`src/rtl/mem_decoder.sv`:
```
// Splits one valid/ready bus onto RAM/ROM/IO targets by base/mask match.
// Unmapped or stalled accesses get an error word so the bus never hangs.
module mem_decoder #(
   parameter logic [31:0] S0_BASE   = 32'h0000_0000,
   parameter logic [31:0] S0_MASK   = 32'hFFFF_0000,
   parameter logic [31:0] S1_BASE   = 32'h1000_0000,
   parameter logic [31:0] S1_MASK   = 32'hFFFF_F000,
   parameter logic [31:0] S2_BASE   = 32'h2000_0000,
   parameter logic [31:0] S2_MASK   = 32'hFFFF_FF00,
   parameter int unsigned TIMEOUT   = 16,
   parameter logic [31:0] ERR_RDATA = 32'hDEAD_BEEF
) (
   input  logic        clk,
   input  logic        rstn,
   input  logic        mem_valid,
   output logic        mem_ready,
   input  logic [31:0] mem_addr,
   output logic [31:0] mem_rdata,
   input  logic [31:0] mem_wdata,
   input  logic [3:0]  mem_wstrb,
   output logic        s0_valid,
   input  logic        s0_ready,
   output logic [31:0] s0_addr,
   input  logic [31:0] s0_rdata,
   output logic [31:0] s0_wdata,
   output logic [3:0]  s0_wstrb,
   output logic        s1_valid,
   input  logic        s1_ready,
   output logic [31:0] s1_addr,
   input  logic [31:0] s1_rdata,
   output logic [31:0] s1_wdata,
   output logic [3:0]  s1_wstrb,
   output logic        s2_valid,
   input  logic        s2_ready,
   output logic [31:0] s2_addr,
   input  logic [31:0] s2_rdata,
   output logic [31:0] s2_wdata,
   output logic [3:0]  s2_wstrb,
   output logic        fault_valid,
   output logic [31:0] fault_addr,
   output logic [7:0]  fault_count
);

   localparam int CW = (TIMEOUT < 2) ? 1 : $clog2(TIMEOUT);
   localparam logic [CW-1:0] TERM = CW'(TIMEOUT - 1);
   localparam bit TMO_EN = (TIMEOUT != 0);

   typedef enum logic [2:0] {IDLE, T0, T1, T2, ERR} state_t;

   state_t state_q, state_d;
   logic [2:0] valid_q, valid_d;
   logic [2:0][31:0] addr_q, addr_d;
   logic [2:0][31:0] wdata_q, wdata_d;
   logic [2:0][3:0] wstrb_q, wstrb_d;
   logic [CW-1:0] cnt_q, cnt_d;
   logic fault_valid_q, fault_valid_d;
   logic [31:0] fault_addr_q, fault_addr_d;
   logic [7:0] fault_count_q, fault_count_d;

   logic [2:0] hit;
   logic [2:0] ready_v;
   logic [2:0][31:0] rdata_v;
   logic [1:0] cur;
   logic [1:0] sel;
   state_t sel_state;
   logic go_err;
   logic [31:0] err_addr;

   assign hit[0] = (mem_addr & S0_MASK) == S0_BASE;
   assign hit[1] = (mem_addr & S1_MASK) == S1_BASE;
   assign hit[2] = (mem_addr & S2_MASK) == S2_BASE;

   assign ready_v = {s2_ready, s1_ready, s0_ready};
   assign rdata_v = {s2_rdata, s1_rdata, s0_rdata};

   always_comb begin
      sel = 2'd0;
      sel_state = T0;
      if (hit[0]) begin
         sel = 2'd0;
         sel_state = T0;
      end else if (hit[1]) begin
         sel = 2'd1;
         sel_state = T1;
      end else if (hit[2]) begin
         sel = 2'd2;
         sel_state = T2;
      end
   end

   always_comb begin
      cur = 2'd0;
      case (state_q)
         T1:      cur = 2'd1;
         T2:      cur = 2'd2;
         default: cur = 2'd0;
      endcase
   end

   always_comb begin
      state_d = state_q;
      valid_d = valid_q;
      addr_d = addr_q;
      wdata_d = wdata_q;
      wstrb_d = wstrb_q;
      cnt_d = cnt_q;
      fault_valid_d = 1'b0;
      fault_addr_d = fault_addr_q;
      fault_count_d = fault_count_q;
      mem_ready = 1'b0;
      mem_rdata = 32'h0;
      go_err = 1'b0;
      err_addr = mem_addr;
      case (state_q)
         IDLE: begin
            if (mem_valid) begin
               if (|hit) begin
                  valid_d[sel] = 1'b1;
                  addr_d[sel] = mem_addr;
                  wdata_d[sel] = mem_wdata;
                  wstrb_d[sel] = mem_wstrb;
                  cnt_d = '0;
                  state_d = sel_state;
               end else begin
                  go_err = 1'b1;
               end
            end
         end
         T0, T1, T2: begin
            mem_ready = ready_v[cur];
            mem_rdata = rdata_v[cur];
            if (ready_v[cur]) begin
               valid_d[cur] = 1'b0;
               state_d = IDLE;
            end else if (TMO_EN && cnt_q == TERM) begin
               valid_d[cur] = 1'b0;
               go_err = 1'b1;
               err_addr = addr_q[cur];
            end else begin
               cnt_d = cnt_q + CW'(1);
            end
         end
         ERR: begin
            mem_ready = 1'b1;
            mem_rdata = ERR_RDATA;
            state_d = IDLE;
         end
         default: state_d = IDLE;
      endcase
      // fault bookkeeping lands with ERR entry so fault_valid marks the ERR cycle
      if (go_err) begin
         state_d = ERR;
         fault_valid_d = 1'b1;
         fault_addr_d = err_addr;
         if (fault_count_q != 8'hFF) fault_count_d = fault_count_q + 8'd1;
      end
   end

   always_ff @(posedge clk) begin
      if (!rstn) begin
         state_q <= IDLE;
         valid_q <= '0;
         addr_q <= '0;
         wdata_q <= '0;
         wstrb_q <= '0;
         cnt_q <= '0;
         fault_valid_q <= 1'b0;
         fault_addr_q <= '0;
         fault_count_q <= '0;
      end else begin
         state_q <= state_d;
         valid_q <= valid_d;
         addr_q <= addr_d;
         wdata_q <= wdata_d;
         wstrb_q <= wstrb_d;
         cnt_q <= cnt_d;
         fault_valid_q <= fault_valid_d;
         fault_addr_q <= fault_addr_d;
         fault_count_q <= fault_count_d;
      end
   end

   assign s0_valid = valid_q[0];
   assign s1_valid = valid_q[1];
   assign s2_valid = valid_q[2];
   assign s0_addr = addr_q[0];
   assign s1_addr = addr_q[1];
   assign s2_addr = addr_q[2];
   assign s0_wdata = wdata_q[0];
   assign s1_wdata = wdata_q[1];
   assign s2_wdata = wdata_q[2];
   assign s0_wstrb = wstrb_q[0];
   assign s1_wstrb = wstrb_q[1];
   assign s2_wstrb = wstrb_q[2];
   assign fault_valid = fault_valid_q;
   assign fault_addr = fault_addr_q;
   assign fault_count = fault_count_q;

endmodule

```
`config.mk`:
```
export PLATFORM = sky130hd
export DESIGN_NAME = mem_decoder
export DESIGN_NICKNAME = d
export VERILOG_FILES = /design/src/rtl/mem_decoder.sv
export SDC_FILE = /design/constraint.sdc
export NUM_CORES = 1
export LEC_CHECK = 0
export BUFFER_PORTS_ARGS = -buffer_cell sky130_fd_sc_hd__buf_2
export CAP_MARGIN = 10
export CORE_AREA = 2 2 174 176
export DETAILED_ROUTE_END_ITERATION = 12
export DIE_AREA = 0 0 176 178
export HOLD_SLACK_MARGIN = 0.03
export MAX_ROUTING_LAYER = met4
export PLACE_DENSITY = 0.66
export SETUP_SLACK_MARGIN = 0.4
export SYNTH_ARGS = -nofsm -noshare
export SYNTH_HDL_FRONTEND = slang
export SYNTH_SLANG_ARGS = --single-unit
```
`constraint.sdc`:
```
create_clock -name clk -period 3.7 [get_ports clk]
set_clock_uncertainty 0.15 [all_clocks]
set_input_delay 0.555 -clock clk [delete_from_list [all_inputs] [get_ports clk]]
set_output_delay 0.555 -clock clk [all_outputs]
set_load 0.02 [all_outputs]
```
==> run_results.csv, run 1 <==
group,metric,value,unit
synthesis,syn_area_per_cell,8.43,um^2
setup_path,crit_required,2.99,ns
placed_design,io_buffers,450,
global_route,grt_pass1_vias,10400,
status,status,"complete, no violations",
pwr,p_int,4.77,mW
floorplan,io_pins,451,
setup_path,critPathKind,"flop to output port",
hold_path,min_from,"mem_wdata[28]",
synthesis,synth_area,10400,um^2
clock_network,cts.sink_count,255,
timing,fin_setup_tns,0,ns
timing,rsz0062_at_grt,"no",
synthesis,synth_most_common_cell,"nand2_1",
clock_network,h-tree-depth,1,
routing,firstDrtPassIters,5,
synthesis,synth_commonest_cells,"nand2_1, dfxtp_1, a21oi_1, clkbuf_1, mux2i_1",
global_route,grt_max_degree,73,
timing,drv_slew,0,
timing,worst_pin_slew,0.947,ns
final_layout,syn_to_final_growth,34.1,%
hold_path,min_path_type,"input port to flop",
routing,drt-total-wl,39000,um
pwr,pwr-share-comb,8.8,%
synthesis,synth_enable_flop_cells,0,
synthesis,synth_top_area_cell,"dfxtp_1",
pwr,cellPowerDensity,448,nW/um^2
global_route,grt_usage,24.2,%
synthesis,synthFlopType,"dfxtp_1",
clock_network,clock_latency,0.53,ns
setup_path,critPathLaunchType,"flop",
global_route,antenna_found_initial,3,
routing,wl_per_cell,19.1,um
synthesis,synthArstFlopShare,0,%
setup_path,reg2reg_depth,7,
floorplan,core-area,29400,um^2
pwr,switching_share,23.5,%
synthesis,yosys_register_bits,255,
pwr,switching_power,1.47,mW
routing,drc,0,
placed_design,hpwl,27200,um
floorplan,start_util,35.3,%
final_layout,nets,1806,
routing,vias_per_cell,5.16,
timing,slew_headroom,36.7,%
timing,min_period_over_period,85.9,%
hold_path,whs_endpoint,"s0_wdata[28]",
global_route,grt_pass1_wl,57800,um
floorplan,dieArea,31300,um^2
floorplan,die_w,176,um
timing,hold_violations,0,
routing,vias,10500,
pwr,seq_power_share,45.0,%
setup_path,cp.arrival,2.47,ns
setup_path,r2r_start,"state_q[0]",
clock_network,cts_max_path_buffers,3,
run,cap_violations,0,
clock_network,clockRootBuffer,"clkbuf_16",
floorplan,die_height,178,um
clock_network,cts_hold_buf,0,
pwr,p_leak,6.17,nW
setup_path,r2r-end,"fault_count[7]",
timing,setup_violations,0,
synthesis,synth_cell_types,45,
floorplan,num_rows,63,
global_route,grt-ovfl-total,0,
synthesis,postSynthCellCount,1231,
synthesis,syn-num-nets,1403,
pwr,vdd_drop_max,0.390,mV
pwr,p_clk_share,46.2,%
placed_design,placed_area,12900,um^2
setup_path,path_max_fanout,35,
setup_path,endpoint_kind,"output port",
setup_path,r2r_slack,0.75,ns
timing,max_freq,315,MHz
final_layout,fin_area,13900,um^2
synthesis,yosysWarnings,0,
placed_design,gp_congestion,0.849,
synthesis,synth.area.top_cells,"dfxtp_1, nand2_1, a21oi_1",
final_layout,drive_above_1_share,34.6,%
hold_path,holdPathStages,3,
clock_network,clk_pin_slew_worst_paths,0.06,ns
routing,drt-initial-drc-count,420,
synthesis,synth_top_area_share,49.2,%
timing,fin_crit,3.18,ns
routing,antenna_left,0,
clock_network,cts_tree,"yes",
synthesis,seq_area_frac_synth,49.2,%
clock_network,cts_buffers,28,
timing repair:
action,in CTS,in global routing
setup endpoints to repair,28,4
pin swaps,0,1
gates resized for setup,3,1
cloned,0,0
endpoints found under the hold margin,0,0
setup buffers,0,2
cell usage in the layout (no fill, tap or decap), drive strengths merged:
cell type	n
nor4	8
clkinvlp	2
nor2	57
diode	2
o211ai	3
a211o	1
clkinv	1
inv	5
and3	59
nor4b	1
a21o	1
nand2b	7
a31oi	1
dfxtp	255
or2	1
a21oi	184
mux2	32
nand2	307
or3	1
and2	4
bufinv	3
o41ai	2
nor3	5
mux2i	71
a211oi	2
o311ai	2
o22a	1
o22ai	35
nor2b	1
a22oi	33
buf	475
nand4	7
nand3	4
o21ai	29
xor2	1
nand3b	1
ha	2
o31ai	2
or4	4
clkbuf	42
cells by family (layout without fill, tap and decap cells):
kind of cell	count (synthesis)	in the layout	share of synthesized area, %
and+or+nand+nor	467	467	19.8
xor gates and xnor gates	1	1	0.0844
other	0	2	0
muxes	103	103	10.3
buffers and inverters	107	528	4.39
adders and majority gates	2	2	0.241
AOI/OAI and AO/OA	296	296	16.0
DFF	255	255	49.2
registers in the layout (all words and copies together) (netlist names):
name         count
s0_wstrb         4
valid_q          3
s1_addr         32
s2_wdata        32
state_q          3
fault_count      8
fault_addr      32
s0_addr         32
s2_wstrb         4
s2_addr         32
s0_wdata        32
s1_wstrb         4
fault_valid      1
s1_wdata        32
cnt_q            4
per-layer routing:
metal	up-vias	track usage, %	routed length (um)
li1	5036	-	-
met1	4993	26.9	15200
met2	441	42.1	19100
met3	77	5.88	3220
met4	0	9.50	1400
met5	-	-	0
worst max-delay path: stages (launching register included):
cell     delay (ns)
dfxtp_4        0.57
buf_6          0.36
mux2_2         0.37
a22oi_1        0.28
o21ai_0        0.15
buf_2          0.19
cell type report:
class | instances | area (um^2)
sequential | 255 | 5110
inverter | 5 | 21.3
timing repair buffer | 475 | 2480
tap | 390 | 488
clock buffer | 42 | 845
clock inverter | 6 | 110
multi-input combinational | 869 | 4860
fill | 2871 | 15500
antenna | 2 | 5.00
power by group through the flow:
stage	registers [mW]	logic (mW)	clock network (mW)
final	2.80	0.549	2.88
after global routing	2.80	0.587	3.04
after CTS	2.80	0.546	2.93
after detailed placement	2.86	0.543	0
after global placement	2.86	0.539	0
after floorplan	2.89	0.272	0
through the flow:
stage	power (mW)	utilization (%)	instances	hold WS (ns)	worst slack [ns]
2_1_floorplan	3.16	-	1231	0.302	1.31
3_3_place_gp	3.40	44.0	1992	0.285	0.618
3_5_place_dp	3.41	44.0	1992	0.291	0.636
4_1_cts	6.28	47.2	2040	0.111	0.405
5_1_grt	6.44	47.3	2043	0.119	0.420
6_report	6.23	47.3	2044	0.131	0.522
worst max-delay path by stage:
stage	startpoint	endpoint	slack, ns	cells past startpoint
4_1_cts	state_q[0]	mem_rdata[25]	0.41	5
3_3_place_gp	state_q[0]	fault_count[7]	0.62	7
5_1_grt	state_q[0]	mem_ready	0.42	5
6_report	state_q[0]	mem_rdata[25]	0.52	5
2_1_floorplan	state_q[0]	mem_rdata[14]	1.31	6
3_5_place_dp	state_q[0]	fault_count[7]	0.64	7
No activity file was read; power rests on OpenSTA's default activity.
==> run 2: changes to the inputs <==
--- a/config.mk
+++ b/config.mk
@@ -7,12 +7,13 @@
 export LEC_CHECK = 0
 export BUFFER_PORTS_ARGS = -buffer_cell sky130_fd_sc_hd__buf_2
 export CAP_MARGIN = 10
-export CORE_AREA = 2 2 174 176
+export CORE_ASPECT_RATIO = 0.5
+export CORE_MARGIN = 2
+export CORE_UTILIZATION = 40
 export DETAILED_ROUTE_END_ITERATION = 12
-export DIE_AREA = 0 0 176 178
 export HOLD_SLACK_MARGIN = 0.03
 export MAX_ROUTING_LAYER = met4
-export PLACE_DENSITY = 0.66
+export PLACE_DENSITY = 0.73
 export SETUP_SLACK_MARGIN = 0.4
 export SYNTH_ARGS = -nofsm -noshare
 export SYNTH_HDL_FRONTEND = slang
==> run_results.csv, run 2 (synthesized netlist as in run 1, its figures left out) <==
group,metric,value,unit
pwr,p_total,5.79,mW
clock_network,clk_pin_slew_worst_paths,0.07,ns
clock_network,cts_buffers,23,
floorplan,die_w,232,um
final_layout,syn_to_final_growth,32.1,%
final_layout,drive_above_1_share,34.5,%
floorplan,io_pins,451,
timing,drv_slew,0,
timing,slew_headroom,41.6,%
timing,fin_setup_tns,0,ns
timing,worst_pin_slew,0.874,ns
floorplan,dieArea,27300,um^2
final_layout,register_area,5110,um^2
timing,rsz0062_at_grt,"no",
setup_path,critPathKind,"flop to output port",
setup_path,critPathLaunchType,"flop",
final_layout,nets,1804,
placed_design,io_buffers,450,
final_layout,multi_input_comb_area,4850,um^2
routing,drc,0,
pwr,p_leak,6.12,nW
routing,wl_per_cell,18.1,um
global_route,antenna_found_initial,7,
floorplan,core-area,25300,um^2
setup_path,crit_required,2.99,ns
routing,antenna_left,0,
floorplan,die_height,118,um
clock_network,cts.sink_count,255,
clock_network,h-tree-depth,1,
placed_design,dp_slack,0.618,ns
timing,worst_slack,0.674,ns
setup_path,cp.arrival,2.32,ns
global_route,grt_pass1_vias,9748,
clock_network,cts_tree,"yes",
clock_network,cts_max_path_buffers,3,
placed_design,placed_area,12900,um^2
setup_path,crit_chain,"buf_4 > mux2_2 > a22oi_1 > o21ai_0 > buf_2",
placed_design,placed_cells,1950,
global_route,grt_usage,25.7,%
routing,firstDrtPassIters,5,
routing,vias_per_cell,5.26,
setup_path,endpoint_kind,"output port",
final_layout,post-route-util,54.1,%
placed_design,gp_congestion,0.928,
setup_path,path_max_fanout,18,
pwr,cellPowerDensity,422,nW/um^2
routing,drt-initial-drc-count,794,
routing,vias,10500,
final_layout,final_cell_mix,"buf_2, nand2_1, dfxtp_1, a21oi_1, mux2i_1",
floorplan,num_rows,41,
status,status,"complete, no violations",
final_layout,instances_no_fill,1997,
placed_design,hpwl,25800,um
clock_network,clockRootBuffer,"clkbuf_16",
timing,setup_violations,0,
timing,fin_crit,3.03,ns
global_route,grt_max_degree,84,
floorplan,start_util,41.0,%
routing,drt-total-wl,36200,um
clock_network,clock_latency,0.52,ns
setup_path,cp_slowest_stage_delay,0.53,ns
timing,hold_violations,0,
timing,max_freq,330,MHz
pwr,vdd_drop_max,0.238,mV
final_layout,nFillCells,2359,
global_route,grt_pass1_wl,54700,um
final_layout,fin_area,13700,um^2
setup_path,cp_slowest_cell,"dfxtp_4",
final_layout,mostFrequentLayoutCell,"buf_2",
run,cap_violations,0,
timing,min_period_over_period,81.8,%
timing,holdWs,0.143,ns
hold_path,min_path_type,"input port to flop",
global_route,grt-ovfl-total,0,
## run 2: changes by cell type in the layout (fill, tap and decap cells not counted), sizes merged
cell    before  now
buf        475  478
bufinv       3    2
clkbuf      42   31
clkinv       1    6
diode        2    5
## run 2: area by class of cell
class	instances	share of cell area (%)
clock inverters	10	0.822
inverters	5	0.155
flip-flops and latches	255	37.3
repair buffers	478	18.4
multi-input cells	869	35.4
diodes	5	0.0913
clock buffers	31	4.78
well taps	344	3.14
## run 2: power breakdown
group	internal [mW]	switching, mW
Sequential	2.77	0.0262
Clock	1.39	1.06
Combinational	0.222	0.320
Total	4.39	1.40
## run 2: path summary, 6_finish.rpt
kind	endpoint	depth (start not counted)	start	slack [ns]
worst min register to register	s2_wdata[19]	2	s2_wdata[19]	0.30
worst max-delay path	mem_rdata[15]	5	state_q[0]	0.67
worst min-delay path	s1_wdata[28]	3	mem_wdata[28]	0.14
worst max register to register	fault_addr[1]	6	state_q[1]	0.88
## run 2: per-layer routing
metal / track usage, % / wire length [um]
met1: 30.8 / 14900
met2: 42.4 / 17600
met4: 12.2 / 1620
met3: 3.88 / 2070
met5: - / 0
## run 2: worst max-delay path: cells and delay by family (launching register included)
| family | cells | cell delay (ns) |
|---|---|---|
| flops | 1 | 0.53 |
| buf+inv | 2 | 0.62 |
| mux | 1 | 0.39 |
| compound gates | 2 | 0.26 |
## run 2: what timing repair did
item                       4_1_cts  5_1_grt
hold buffers                     0        0
buffers inserted                 0        1
setup endpoints to repair        0       18
resized for setup                0        1
